File: src/rtl/memory_controller_pkg.sv
// Shared definitions for the memory controller and its requesters:
// request direction, controller states, IO window and access widths.
package memory_controller_pkg;

    typedef enum logic {
        MC_READ  = 1'b0,
        MC_WRITE = 1'b1
    } mc_dir_e;

    typedef enum logic [2:0] {
        ST_IDLE      = 3'd0,
        ST_LSB_READ  = 3'd1,
        ST_LSB_WRITE = 3'd2,
        ST_IF_READ   = 3'd3,
        ST_DONE      = 3'd4
    } mc_state_e;

    // Addresses whose bits [17:16] match this base are memory-mapped IO.
    localparam logic [31:0] MC_IO_BASE = 32'h0003_0000;

    localparam logic [2:0] WIDTH_BYTE = 3'd1;
    localparam logic [2:0] WIDTH_HALF = 3'd2;
    localparam logic [2:0] WIDTH_WORD = 3'd4;

    // Any width code other than byte/half is serviced as a full word.
    function automatic logic [2:0] norm_width(input logic [2:0] w);
        case (w)
            WIDTH_BYTE: return WIDTH_BYTE;
            WIDTH_HALF: return WIDTH_HALF;
            default:    return WIDTH_WORD;
        endcase
    endfunction

endpackage

File: src/rtl/memory_controller_byte_assembler.sv
// Byte counter plus little-endian assembly of RAM read bytes into a word.
// In cycle k (k >= 1) of a read, mem_din holds the byte addressed in cycle
// k-1, so a capture lands in byte lane cnt-1.
module mc_byte_assembler (
    input  logic        Sys_clk,
    input  logic        Sys_rst,
    input  logic        enable,
    input  logic        start,
    input  logic        advance,
    input  logic        capture,
    input  logic [7:0]  din,
    output logic [2:0]  cnt,
    output logic [31:0] word_next
);

    logic [31:0] word;
    logic [1:0]  slot;

    // Word as it will look after this cycle's capture.
    always_comb begin
        slot      = cnt[1:0] - 2'd1;
        word_next = word;
        if (capture) begin
            word_next[{slot, 3'b000} +: 8] = din;
        end
    end

    // Counter and assembled word; start clears both so unused lanes read 0.
    always_ff @(posedge Sys_clk or negedge Sys_rst) begin
        if (!Sys_rst) begin
            cnt  <= '0;
            word <= '0;
        end else if (enable) begin
            if (start) begin
                cnt  <= '0;
                word <= '0;
            end else begin
                if (advance) begin
                    cnt <= cnt + 3'd1;
                end
                word <= word_next;
            end
        end
    end

endmodule

File: src/rtl/memory_controller.sv
// Memory controller: arbitrates LSB and instruction-fetch requests and
// serialises each into byte accesses on the single-port RAM/IO bus.
module memory_controller
    import memory_controller_pkg::*;
#(
    parameter int unsigned ADDR_WIDTH = 32,
    parameter logic [31:0] IO_BASE    = MC_IO_BASE,
    parameter int unsigned IF_WIDTH   = 4
) (
    input  logic                  Sys_clk,
    input  logic                  Sys_rst,
    input  logic                  Sys_rdy,
    input  logic                  LSBMC_en,
    input  logic                  LSBMC_wr,
    input  logic [2:0]            LSBMC_data_width,
    input  logic [31:0]           LSBMC_data,
    input  logic [ADDR_WIDTH-1:0] LSBMC_addr,
    output logic                  MCLSB_r_en,
    output logic                  MCLSB_w_en,
    output logic [31:0]           MCLSB_data,
    input  logic                  IFMC_en,
    input  logic [ADDR_WIDTH-1:0] IFMC_addr,
    output logic                  MCIF_en,
    output logic [31:0]           MCIF_data,
    input  logic                  RoBMC_pre_judge,
    input  logic [7:0]            mem_din,
    output logic [7:0]            mem_dout,
    output logic [ADDR_WIDTH-1:0] mem_a,
    output logic                  mem_wr,
    input  logic                  io_buffer_full
);

    mc_state_e             state_q, state_d;
    logic [ADDR_WIDTH-1:0] addr_q;
    logic [2:0]            width_q;
    logic [31:0]           data_q;

    logic        start, advance, capture;
    logic        wr_raw, io_stall;
    logic        done_rd, done_wr, done_if;
    logic [2:0]  cnt;
    logic [31:0] word_next;

    mc_byte_assembler u_asm (
        .Sys_clk   (Sys_clk),
        .Sys_rst   (Sys_rst),
        .enable    (Sys_rdy),
        .start     (start),
        .advance   (advance),
        .capture   (capture),
        .din       (mem_din),
        .cnt       (cnt),
        .word_next (word_next)
    );

    assign io_stall = (addr_q[17:16] == IO_BASE[17:16]) && io_buffer_full;

    // Next-state, bus drive and assembler control.
    always_comb begin
        state_d  = state_q;
        start    = 1'b0;
        advance  = 1'b0;
        capture  = 1'b0;
        wr_raw   = 1'b0;
        mem_a    = '0;
        mem_dout = '0;
        case (state_q)
            ST_IDLE: begin
                if (LSBMC_en) begin
                    start   = 1'b1;
                    state_d = (mc_dir_e'(LSBMC_wr) == MC_WRITE) ? ST_LSB_WRITE : ST_LSB_READ;
                end else if (IFMC_en && RoBMC_pre_judge) begin
                    start   = 1'b1;
                    state_d = ST_IF_READ;
                end
            end
            ST_LSB_READ, ST_IF_READ: begin
                capture = (cnt != 3'd0);
                if (state_q == ST_IF_READ && !RoBMC_pre_judge) begin
                    state_d = ST_IDLE;
                end else if (cnt == width_q) begin
                    state_d = ST_DONE;
                end else begin
                    mem_a   = addr_q + ADDR_WIDTH'(cnt);
                    advance = 1'b1;
                end
            end
            ST_LSB_WRITE: begin
                mem_a    = addr_q + ADDR_WIDTH'(cnt);
                mem_dout = data_q[{cnt[1:0], 3'b000} +: 8];
                if (!io_stall) begin
                    wr_raw  = 1'b1;
                    advance = 1'b1;
                    if (cnt == width_q - 3'd1) begin
                        state_d = ST_DONE;
                    end
                end
            end
            ST_DONE: state_d = ST_IDLE;
            default: state_d = ST_IDLE;
        endcase
        done_rd = (state_q == ST_LSB_READ)  && (state_d == ST_DONE);
        done_wr = (state_q == ST_LSB_WRITE) && (state_d == ST_DONE);
        done_if = (state_q == ST_IF_READ)   && (state_d == ST_DONE);
    end

    // A frozen controller must not commit a write.
    assign mem_wr = wr_raw & Sys_rdy;

    // State register.
    always_ff @(posedge Sys_clk or negedge Sys_rst) begin
        if (!Sys_rst) begin
            state_q <= ST_IDLE;
        end else if (Sys_rdy) begin
            state_q <= state_d;
        end
    end

    // Latch the winning request when leaving IDLE.
    always_ff @(posedge Sys_clk or negedge Sys_rst) begin
        if (!Sys_rst) begin
            addr_q  <= '0;
            width_q <= '0;
            data_q  <= '0;
        end else if (Sys_rdy && start) begin
            if (LSBMC_en) begin
                addr_q  <= LSBMC_addr;
                width_q <= norm_width(LSBMC_data_width);
                data_q  <= LSBMC_data;
            end else begin
                addr_q  <= IFMC_addr;
                width_q <= 3'(IF_WIDTH);
            end
        end
    end

    // Completion pulses and read data, registered so they are high in DONE.
    always_ff @(posedge Sys_clk or negedge Sys_rst) begin
        if (!Sys_rst) begin
            MCLSB_r_en <= 1'b0;
            MCLSB_w_en <= 1'b0;
            MCIF_en    <= 1'b0;
            MCLSB_data <= '0;
            MCIF_data  <= '0;
        end else if (Sys_rdy) begin
            MCLSB_r_en <= done_rd;
            MCLSB_w_en <= done_wr;
            MCIF_en    <= done_if;
            if (done_rd) begin
                MCLSB_data <= word_next;
            end
            if (done_if) begin
                MCIF_data <= word_next;
            end
        end
    end

endmodule

File: config.mk
export PLATFORM = sky130hd
export DESIGN_NAME = memory_controller
export DESIGN_NICKNAME = d
export VERILOG_FILES = /design/src/rtl/memory_controller_pkg.sv /design/src/rtl/memory_controller_byte_assembler.sv /design/src/rtl/memory_controller.sv
export SDC_FILE = /design/constraint.sdc
export NUM_CORES = 1
export LEC_CHECK = 0
export ABC_AREA = 1
export BUFFER_PORTS_ARGS = -buffer_cell sky130_fd_sc_hd__buf_2
export CORE_MARGIN = 3
export CORE_UTILIZATION = 55
export DETAILED_ROUTE_END_ITERATION = 10
export PLACE_DENSITY = 0.81
export SYNTH_ARGS = -nofsm -noshare
export SYNTH_HDL_FRONTEND = slang
export SYNTH_SLANG_ARGS = --single-unit
export TNS_END_PERCENT = 20
File: constraint.sdc
create_clock -name Sys_clk -period 3.02 [get_ports Sys_clk]
set_clock_uncertainty 0.2 [all_clocks]
set_input_delay 0.151 -clock Sys_clk [delete_from_list [all_inputs] [get_ports Sys_clk]]
set_output_delay 0.151 -clock Sys_clk [all_outputs]
set_load 0.005 [all_outputs]
==> run metrics <==
Final Setup Violations=0; number of core rows=47; DR WL/cell=16.3 um; Mapped Nets=1422; GPL Wtd Cong=0.935; Slowest Stage Delay on Critical Path=0.47 ns; initial antenna violation count=2; CP max-delay cell=dfrtp_2; Synth top area share=0.456; cells after synthesis=1296; share of layout cells above drive strength 1=0.208; Final Worst Setup Slack=0.142 ns; R2R depth=12; die area=18800 um^2; Yosys Warn Count=0; first-pass GRT wire length=48600 um; status=completed; clock buffer depth=2; worst slew pin tran=1.07 ns; placed insts=1692; CP endpoint kind=primary output; P_sw=4.13 mW; R2R Path Start=width_q[0]; Post-synth top cells=nand2_1 (421), dfrtp_1 (172), nor2_1 (143); Clock Latency Late Sink=0.43 ns; max-cap violations=0; Setup Crit Path Kind=reg2out; Distinct cells, synth=31; Gate power share=0.419; I/O pins=223; Num CTS Buffers=17; Seq/Total Area, Yosys=0.456; DP Worst Slack=0.199 ns; core region area=16700 um^2; Layout Nets=1723; type of the most critical hold path=in2reg; synthesized area per cell=7.29 um^2; Reg-to-Reg End=MCIF_data[17]; Worst EP required=2.67 ns; vias in the first global route=9780; Final Hold Viols=0; clk sinks=172; Final Non-Filler Cells=1832; CP Max Fanout=8; Worst Setup EP=mem_a[28]; relative slew slack=0.283; mapped cell area=9450 um^2; final WL=29800 um; drt drc=0; fin area=12300 um^2; synthesized flop and latch total=172; DR iter-0 viols=877; worst path buffer plus inverter count=1; Power, Total=9.57 mW; Final Critical Period=2.88 ns; pwr dens=776 nW/um^2; hold_ws=0.0238 ns; fraction of registers with async set/reset=1.00; CTS root buf=clkbuf_16; Synth area leaders=dfrtp_1 (46%), nand2_1 (17%), nand3_1 (7.1%), nor2_1 (5.7%), o21ai_0 (5.4%); fmax=348 MHz; Lkg Pwr=6.43 nW; Cell Chain, Critical Path=ha_2 -> fa_1 -> nand2_1 -> a21oi_2 -> nand3_1 -> nor2_2 -> nand3_1 -> nor2_1 -> nor2_1 -> buf_2; DR pass1 iterations=5; IO buf count=222; clock power share=0.223; chip width=137 um; Die Height=137 um; Post-synth EDFFs=0; RSZ-0062 raised after global routing=true; Max Slew Vio Count=0; Top FF cell, synth=dfrtp_1; leading area contributor after synthesis=dfrtp_1; switch share=0.431; Flop pwr share=0.358; Max VDD drop=0.494 mV; Pint=5.45 mW; Reg clk slew, reported paths=0.07 ns; all-layer global routing usage=0.327; final core utilization=0.739; HPWL Detailed=19700 um; setup TNS=0 ns; most instantiated library cell after synthesis=nand2_1; largest net degree at the start of global routing=100; H-tree level count=4; Critical Path Start Type=register; TritonCTS clock tree=done; grt ovf=0; fin crit share=0.953; Layout area overhead=30.7%; Placed Area=10700 um^2; r2r setup slk=0.28 ns; Via Count=9976; Worst Setup SP=u_asm.cnt[0]; Crit path depth=10; CP top delay family=simple AND/OR/NAND/NOR gates; ANT nets after route=0; vias per inst=5.45; initial core utilization=0.566; Crit path arrival time=2.53 ns
logic make-up (layout without fill, tap and decap cells):
kind of cell | Yosys count | count (layout) | share of synthesized area
AND/OR/NAND/NOR | 773 | 773 | 0.346
AO/OA/AOI/OAI | 174 | 174 | 0.104
flip-flops | 172 | 172 | 0.456
buffers and inverters | 163 | 477 | 0.0752
adder cells (fa/ha/maj) | 11 | 11 | 0.0154
XOR/XNOR | 2 | 2 | 0.00185
multiplexers | 1 | 1 | 0.00106
other | 0 | 2 | 0
state kept, by name, summed over array words and instances (netlist names), 3 cells and up:
signal,count
MCIF_data,32
MCLSB_data,32
addr_q,32
data_q,32
u_asm.word,32
state_q,3
u_asm.cnt,3
width_q,3
worst min-delay path: cells and delay by family:
family | cells | cell delay (ns)
simple gates | 4 | 0.35
buf+inv | 1 | 0.12
worst min path at each step:
| stage | startpoint | endpoint | slack [ns] | depth (start not counted) |
|---|---|---|---|---|
| finish | mem_din[7] | u_asm.word[23] | 0.02 | 5 |
| global route | mem_din[6] | MCLSB_data[30] | 0.05 | 5 |
| CTS | mem_din[7] | u_asm.word[23] | 0.02 | 5 |
| detailed placement | Sys_rst | MCIF_data[29] | 0.06 | 1 |
| global placement | Sys_rst | MCIF_en | 0.05 | 1 |
| floorplan | Sys_rst | MCIF_data[0] | -0.34 | 0 |
cell type report:
class,instances,area (um^2)
Multi-Input combinational cell,961,4480
Fill cell,1304,4360
Sequential cell,172,4310
Timing Repair Buffer,345,2340
Clock buffer,18,439
Inverter,100,379
Tap cell,220,275
Clock inverter,14,123
Antenna cell,2,5.00
metal layers:
metal  wire (um)  vias to the layer above  GRT usage  share of wire
li1            -                     4779          -              -
met4         922                        0      0.127          0.031
met1       12000                     4683      0.411           0.40
met2       14700                      438      0.548           0.49
met3        2180                       76     0.0746          0.073
met5           0                        -          0              0
what timing repair did:
| item | CTS | global route |
|---|---|---|
| pin swaps | 0 | 0 |
| hold buffers | 104 | 0 |
| setup buffers | 0 | 2 |
| endpoints found under the setup margin | 9 | 22 |
| resized for setup | 4 | 7 |
| hold endpoints to repair | 148 | 0 |
power by group through the flow:
| stage | logic (mW) | registers [mW] | clock network (mW) |
|---|---|---|---|
| final | 4.01 | 3.43 | 2.14 |
| after global routing | 4.52 | 3.51 | 2.25 |
| after CTS | 3.90 | 3.40 | 2.13 |
| after detailed placement | 3.71 | 3.44 | 0 |
| after global placement | 3.64 | 3.42 | 0 |
| after floorplan | 2.55 | 3.28 | 0 |
cell usage in the layout (no fill, tap or decap), types with 5 or more instances in the layout:
cell type and count:
nand2_1 421, buf_2 221, dfrtp_1 170, nor2_1 140, nand3_1 133, dlygate4sd3_1 104
o21ai_0 102, inv_1 92, or2_2 32, o211ai_1 24, nor3_1 17, clkbuf_16 17
a21oi_1 16, buf_4 16, o21ai_1 12, nand4_1 10, o21a_1 9, ha_1 9
a22o_1 8, inv_2 7, inv_6 6, nor2_2 5
Note: power is estimated with default switching activity, not from simulation.
